[config.mk]
export PLATFORM = sky130hd
export DESIGN_NAME = cmp_lteq_arbiter
export DESIGN_NICKNAME = d
export VERILOG_FILES = /design/src/rtl/cmp_lteq_pkg.sv /design/src/rtl/cmp_lteq_core.sv /design/src/rtl/cmp_lteq_arbiter.sv
export SDC_FILE = /design/constraint.sdc
export NUM_CORES = 1
export LEC_CHECK = 0
export CORE_UTILIZATION = 42
export CTS_BUF_LIST = sky130_fd_sc_hd__clkbuf_4 sky130_fd_sc_hd__clkbuf_8 sky130_fd_sc_hd__clkbuf_16
export CTS_CLUSTER_DIAMETER = 100
export DETAILED_ROUTE_END_ITERATION = 8
export PLACE_DENSITY = 0.84
export SLEW_MARGIN = 20
export SYNTH_ARGS = -nofsm -noshare
export SYNTH_HDL_FRONTEND = slang
export SYNTH_SLANG_ARGS = --single-unit
export TNS_END_PERCENT = 20
[constraint.sdc]
create_clock -name clk -period 1.95 [get_ports clk]
set_input_delay 0.195 -clock clk [delete_from_list [all_inputs] [get_ports clk]]
set_output_delay 0.195 -clock clk [all_outputs]
set_load 0.02 [all_outputs]
[src/rtl/cmp_lteq_pkg.sv]
// cmp_lteq_pkg: shared state encoding and default sizes for the comparator arbiter
package cmp_lteq_pkg;
  typedef enum logic [1:0] {IDLE = 2'd0, EVAL = 2'd1, RESP = 2'd2} cmp_arb_state_e;
  localparam int CMP_WIDTH = 32;
  localparam int CMP_NUM_REQ = 4;
endpackage

[src/rtl/cmp_lteq_core.sv]
// cmp_lteq_core: combinational unsigned a <= b comparator
module cmp_lteq_core #(
  parameter int WIDTH = 32
) (
  input  logic [WIDTH-1:0] a,
  input  logic [WIDTH-1:0] b,
  output logic             lteq
);
  assign lteq = a <= b;
endmodule

[src/rtl/cmp_lteq_arbiter.sv]
// cmp_lteq_arbiter: round-robin sharing of one unsigned <= comparator among NUM_REQ requesters
// Define CMP_LTEQ_ARB_PIPE_EN to register the comparator result (EVAL state, latency 2).
module cmp_lteq_arbiter
  import cmp_lteq_pkg::*;
#(
  parameter int NUM_REQ = CMP_NUM_REQ,
  parameter int WIDTH   = CMP_WIDTH,
  parameter int ID_W    = $clog2(NUM_REQ)
) (
  input  logic                     clk,
  input  logic                     rst_n,
  input  logic [NUM_REQ-1:0]       req_valid,
  output logic [NUM_REQ-1:0]       req_ready,
  input  logic [NUM_REQ*WIDTH-1:0] req_a,
  input  logic [NUM_REQ*WIDTH-1:0] req_b,
  output logic                     rsp_valid,
  input  logic                     rsp_ready,
  output logic                     rsp_lteq,
  output logic [ID_W-1:0]          rsp_id
);
  cmp_arb_state_e state_q;
  logic [ID_W-1:0] rr_ptr_q, rr_ptr_d, op_id_q, gnt_idx;
  logic [WIDTH-1:0] op_a_q, op_b_q;
  logic gnt_found, can_arb, take, core_lteq;
  always_comb begin
    gnt_found = 1'b0;
    gnt_idx   = '0;
    for (int k = NUM_REQ - 1; k >= 0; k--) begin
      if (req_valid[(int'(rr_ptr_q) + k) % NUM_REQ]) begin
        gnt_found = 1'b1;
        gnt_idx   = ID_W'((int'(rr_ptr_q) + k) % NUM_REQ);
      end
    end
  end
  // Grants are also suppressed while reset is held so req_ready reads 0 immediately.
  assign can_arb  = rst_n && (state_q == IDLE || (state_q == RESP && rsp_ready));
  assign take     = can_arb && gnt_found;
  assign rr_ptr_d = (int'(gnt_idx) == NUM_REQ - 1) ? '0 : gnt_idx + 1'b1;
  always_comb begin
    req_ready = '0;
    for (int i = 0; i < NUM_REQ; i++) req_ready[i] = take && gnt_idx == ID_W'(i);
  end
  cmp_lteq_core #(.WIDTH(WIDTH)) u_core (.a(op_a_q), .b(op_b_q), .lteq(core_lteq));
  assign rsp_valid = state_q == RESP;
  assign rsp_id    = op_id_q;
`ifdef CMP_LTEQ_ARB_PIPE_EN
  logic lteq_q;
  assign rsp_lteq = rsp_valid && lteq_q;
`else
  assign rsp_lteq = rsp_valid && core_lteq;
`endif
  always_ff @(posedge clk or negedge rst_n) begin
    if (!rst_n) begin
      state_q  <= IDLE;
      rr_ptr_q <= '0;
      op_id_q  <= '0;
      op_a_q   <= '0;
      op_b_q   <= '0;
`ifdef CMP_LTEQ_ARB_PIPE_EN
      lteq_q   <= 1'b0;
`endif
    end else begin
      if (take) begin
        op_a_q   <= req_a[gnt_idx*WIDTH +: WIDTH];
        op_b_q   <= req_b[gnt_idx*WIDTH +: WIDTH];
        op_id_q  <= gnt_idx;
        rr_ptr_q <= rr_ptr_d;
      end
`ifdef CMP_LTEQ_ARB_PIPE_EN
      if (state_q == EVAL) lteq_q <= core_lteq;
      state_q <= take ? EVAL : (state_q == EVAL) ? RESP :
                 (state_q == RESP && rsp_ready) ? IDLE : state_q;
`else
      state_q <= take ? RESP : (state_q == RESP && rsp_ready) ? IDLE : state_q;
`endif
    end
  end
endmodule
==> impl_metrics.json <==
{
  "status": "finished, violations left",
  "failed_checks": "negative setup slack",
  "port_buffers": 270,
  "grt_pass1_vias": 6054,
  "floorplan.initialDensity_pct": 43.2,
  "ys_warn_count": 0,
  "synth_nets": 814,
  "synth_edf_count": 0,
  "grt_pass1_wl_um": 30300,
  "reg2reg_depth": 9,
  "die_y_um": 119,
  "worstHoldStart": "rst_n",
  "num_rows": 42,
  "clockRootBuffer": "clkbuf_16",
  "ios": 271,
  "worstReg2RegStart": "rr_ptr_q[1]",
  "drive_above_1_share_pct": 31.1,
  "first_pass_iters": 5,
  "antenna_found_initial": 0,
  "clkTransAtPathRegs_ns": 0.06,
  "grt_max_degree": 47,
  "rrSetupSlack_ns": -0.19,
  "synth_top_cell_by_area": "dfrtp_1",
  "cp_max_fo": 2,
  "p_leak_nw": 4.20,
  "synth_most_common_cell": "mux2i_1",
  "min_period_ns": 2.44,
  "setup_viol": 69,
  "worstHoldEndpoint": "state_q[1]",
  "max_freq_ghz": 0.409,
  "worst_pin_slew_ns": 0.585,
  "rsz0062_at_grt": "yes",
  "cts-htree-levels": 3,
  "yosys-top-cells-count": "mux2i_1, nand2_1, dfrtp_1",
  "slowest_stage": "dfrtp_1",
  "min_path_type": "in2reg",
  "crit_buf_inv": 2,
  "cap_violations": 0,
  "critPathLaunch": "op_b_q[17]",
  "vias": 5581,
  "clk_path_buf_depth": 2,
  "crit_path_end_kind": "output port",
  "drtAntennaViolNets": 0,
  "grt_use_total_pct": 27.5,
  "max_stage_delay_ns": 0.34,
  "peakVddDrop_mv": 0.679,
  "synthCells": 515,
  "final_nets": 1146,
  "numClockSinks": 69,
  "grt_overflow": 0,
  "worstSetupPathType": "reg2out",
  "post-dp-hpwl_um": 14200,
  "skew_ns": 0.00268,
  "timing.hold.ws_ns": 0.288,
  "arrival_ns": 2.25,
  "cts_inserted_buffers": 9,
  "power_density_nw_per_um2": 1090,
  "die_w_um": 119,
  "avgSynthCellArea_um2": 11.1,
  "final-hold-violation-count": 0,
  "fillers": 831,
  "ys_types": 41,
  "drc": 0,
  "drv_slew": 0,
  "ys_seq_elements": 69,
  "antennaDiodeCount": 0,
  "cts_tree": "done",
  "finalCritPeriodShare_pct": 125,
  "seq_area_frac_synth_pct": 30.2,
  "dieArea_um2": 14100,
  "synth.cell_area_um2": 5720,
  "postSynth.asyncResetShare_pct": 100,
  "critical_path.startpoint_type": "flip-flop",
  "syn2layout_area_growth_pct": 78.2,
  "initialDrtViolationCount": 257,
  "yosys-top-cells-area": "dfrtp_1, mux2i_1, o221ai_2, ha_1, nand2_1",
  "r2r_end": "op_b_q[8]",
  "cp_top_family": "compound AO/OA/AOI/OAI gates",
  "drt-total-wl_um": 20600,
  "synth_top_cell_area_share_pct": 30.2,
  "required_ns": 1.75,
  "gp_congestion": 0.853,
  "worstPathCellList": "inv_1, ha_1, a21o_1, a221o_1, a221oi_2, o211ai_1, o22ai_2, buf_6",
  "clk_latency_ns": 0.32,
  "post-route-util_pct": 77.0,
  "core-area_um2": 13200,
  "max-slew-margin-rel_pct": 61.0,
  "viasPerCell": 5.43,
  "wl_per_cell_um": 20.1,
  "finalWorstSetupSlack_ns": -0.493,
  "synth-main-ff-cell": "dfrtp_1",
  "finalSetupTns_ns": -7.14,
  "holdPathStages": 4
}
-- how the worst max path moves through the flow --
stage / to / slack, ns / depth (start not counted)
floorplan: rsp_lteq / 0.02 / 6
global placement: rsp_lteq / -0.69 / 8
detailed placement: rsp_lteq / -0.74 / 8
CTS: rsp_lteq / -0.48 / 8
global route: rsp_lteq / -0.67 / 8
finish: rsp_lteq / -0.49 / 8
-- metrics by stage --
| step | worst slack [ns] | instances | area, µm² | total power, mW |
|---|---|---|---|---|
| after floorplan | 0.0188 | 515 | 5730 | 6.05 |
| after global placement | -0.692 | 994 | 8820 | 7.59 |
| after detailed placement | -0.739 | 994 | 8820 | 7.80 |
| after CTS | -0.485 | 1021 | 9690 | 10.4 |
| after global routing | -0.668 | 1028 | 10200 | 11.8 |
| final | -0.493 | 1028 | 10200 | 11.1 |
-- state kept, by name, summed over array words and instances, names as in the netlist --
name and flops:
op_a_q 32, op_b_q 32, rr_ptr_q 2, rsp_id 2
state_q 1
-- layer usage --
layer | wire length, µm | global-route usage [%] | up-vias
met5 | 0 | 0 | -
met4 | 572 | 8.70 | 0
met3 | 1200 | 5.94 | 40
met2 | 11000 | 50.0 | 219
met1 | 7820 | 31.8 | 2728
li1 | - | - | 2594
-- kinds of logic after synthesis --
family	after synthesis	share of synthesized area, %
muxes	128	22.4
and+or+nand+nor	113	8.49
AOI/OAI and AO/OA	97	20.8
buffers and inverters	72	10.3
DFF	69	30.2
adders and majority gates	36	7.87
-- worst reg2reg max path, cell delays in order (launching register included) --
cell and delay, ns:
dfrtp_1 0.39, buf_6 0.13, and2b_1 0.20, a211o_4 0.35, inv_8 0.09, buf_6 0.10
buf_12 0.16, buf_12 0.17, mux2i_1 0.30, o221ai_2 0.12
-- layout make-up --
type / instances / area, µm² / share of cell area (%)
flip-flops and latches: 69 / 1730 / 16.9
inverters: 35 / 144 / 1.41
clock inverters: 4 / 47.5 / 0.466
multi-input cells: 374 / 4130 / 40.5
well taps: 176 / 220 / 2.16
clock buffers: 12 / 254 / 2.49
repair buffers: 358 / 3670 / 36.0
-- where the power goes --
group | switching, mW | internal [mW] | leakage (nW)
registers | 0.430 | 2.03 | 0.851
clock network | 0.599 | 1.05 | 0.149
logic | 3.16 | 3.86 | 3.19
total | 4.19 | 6.94 | 4.20
-- placed cells by master, fill, tap and decap left out, types with 3 or more instances in the layout --
cell type	Yosys	final
mux2i_1	128	61
o221ai_2	64	63
ha_4	0	6
nand2b_1	4	3
dfrtp_1	69	69
ha_1	36	30
mux2i_4	0	35
and2_4	0	5
nand4_1	6	6
buf_8	4	3
buf_4	6	55
inv_1	34	33
clkdlybuf4s50_1	0	263
buf_12	12	15
buf_6	6	18
mux2i_2	0	32
nor2_1	4	4
o21ai_0	5	4
clkbuf_16	0	9
a21oi_1	10	10
nand2_1	84	84
-- what timing repair did --
action / in CTS / in global routing
buffers inserted: 9 / 7
gates cloned: 2 / 0
hold buffers: 1 / 0
endpoints found under the hold margin: 23 / 0
setup endpoints to repair: 68 / 69
pin swaps: 18 / 22
gates resized for setup: 123 / 88
Note: power is estimated with default switching activity, not from simulation.
==> RTL edit: new RTL, config.mk and constraints unchanged <==
Make the reset (`rst_n`) synchronous in one clocked block.
--- a/src/rtl/cmp_lteq_arbiter.sv
+++ b/src/rtl/cmp_lteq_arbiter.sv
@@ -51,3 +51,3 @@
 `endif
-  always_ff @(posedge clk or negedge rst_n) begin
+  always_ff @(posedge clk) begin
     if (!rst_n) begin
Check against the original RTL: not settled (the Yosys comparison gave no result); the edit may change what the design does.
==> RTL edit against the original RTL <==
  * The flow still finishes with violations (setup timing)
  * Sequential cell count unchanged
  * Cell area decreased by 12%
  * Maximum frequency is 0.51% higher
  * Setup slack improved by 0.012 ns
  * Area after synthesis down 9.0%
  * Non-clock buffer count decreased by 30
  * Routed wire length is 18% lower
  * Critical endpoint unchanged
Power is not compared: it rests on default switching activity, and its combinational part moved more than twofold at a synthesized area within 25%.
==> RTL edit: results (changes against the original RTL) <==
Global route
  • Pin count of the biggest net entering global routing: 41 (-13%)
  • First-pass GRT wire length: 24,600 um (-19%)
  • Tot GR Track Use: 24.3% (-3.2 points)
  • Vias in the first global route: 5,200 (-14%)

Layout
  • Multi-input gate count: 370 (-1.1%)
  • Fraction of area in multi-input gates: 40.9% (+0.36 points)
  • Area taken by multi-input logic gates: 3680 um2 (-11%)

Place
  • Hpwl dp: 13,000 um (-8.4%)
  • Placed instance area: 8290 um2 (-6.0%)

Worst hold path
  • Hold Path Origin: op_b_q[30]
  • Worst hold path class: flip-flop to flip-flop

Drt
  • Vias per cell: 5.18 (-4.6%)
  • Total wire length: 16,800 um (-18%)
  • Via Count: 5,119 (-8.3%)

Yosys
  • Post-synthesis mux area share: 25.0% (+2.6 points)
  • Area share of fa/ha/maj cells after synthesis: 8.65% (+0.78 points)
  • Synth area leaders: dfxtp_1 27%, mux2i_1 25%, o221ai_2 15%, ha_1 8.7%, nand2_1 5.2%

Clock network
  • Post-CTS setup buffer count: 4 (-5)

Status
  • Outcome: finished, violations left
  • Failing checks: setup timing

Critical path
  • Slowest cell delay on critical path: 0.36 ns (+0.02 ns)
  • CP startpoint: op_b_q[19]
  • Slowest CP cell: a2111o_1

STA
  • WHS: 0.456 ns (+0.169 ns)
  • Final Setup Violations: 4 (-94%)
  • Setup ws final: -0.481 ns (+0.0124 ns)
==> RTL edit: cell count changes after synthesis, moves of 5 or more <==
cell,change
buf_6,-6
buf_4,-5
o221ai_2,-12
nand2_1,-12
dfxtp_1,+69
buf_2,+9
dfrtp_1,-69
o221ai_1,+11
==> RTL edit: layer usage <==
metal | up-vias | global-route usage (%) | wire length (um)
met2 | 166 | 47.8 | 9240
li1 | 2531 | - | -
met5 | - | 0 | 0
met1 | 2401 | 26.2 | 6510
met3 | 21 | 4.66 | 837
met4 | 0 | 6.32 | 227
==> RTL edit: power groups by stage <==
| stage | sequential, mW | combinational, mW | clock, mW |
|---|---|---|---|
| after floorplan | 1.81 | 1.91 | 0 |
| after global placement | 1.82 | 2.86 | 0 |
| after detailed placement | 1.84 | 2.92 | 0 |
| after CTS | 1.83 | 3.04 | 1.51 |
| after global routing | 1.87 | 3.57 | 1.57 |
| final | 1.85 | 3.29 | 1.48 |
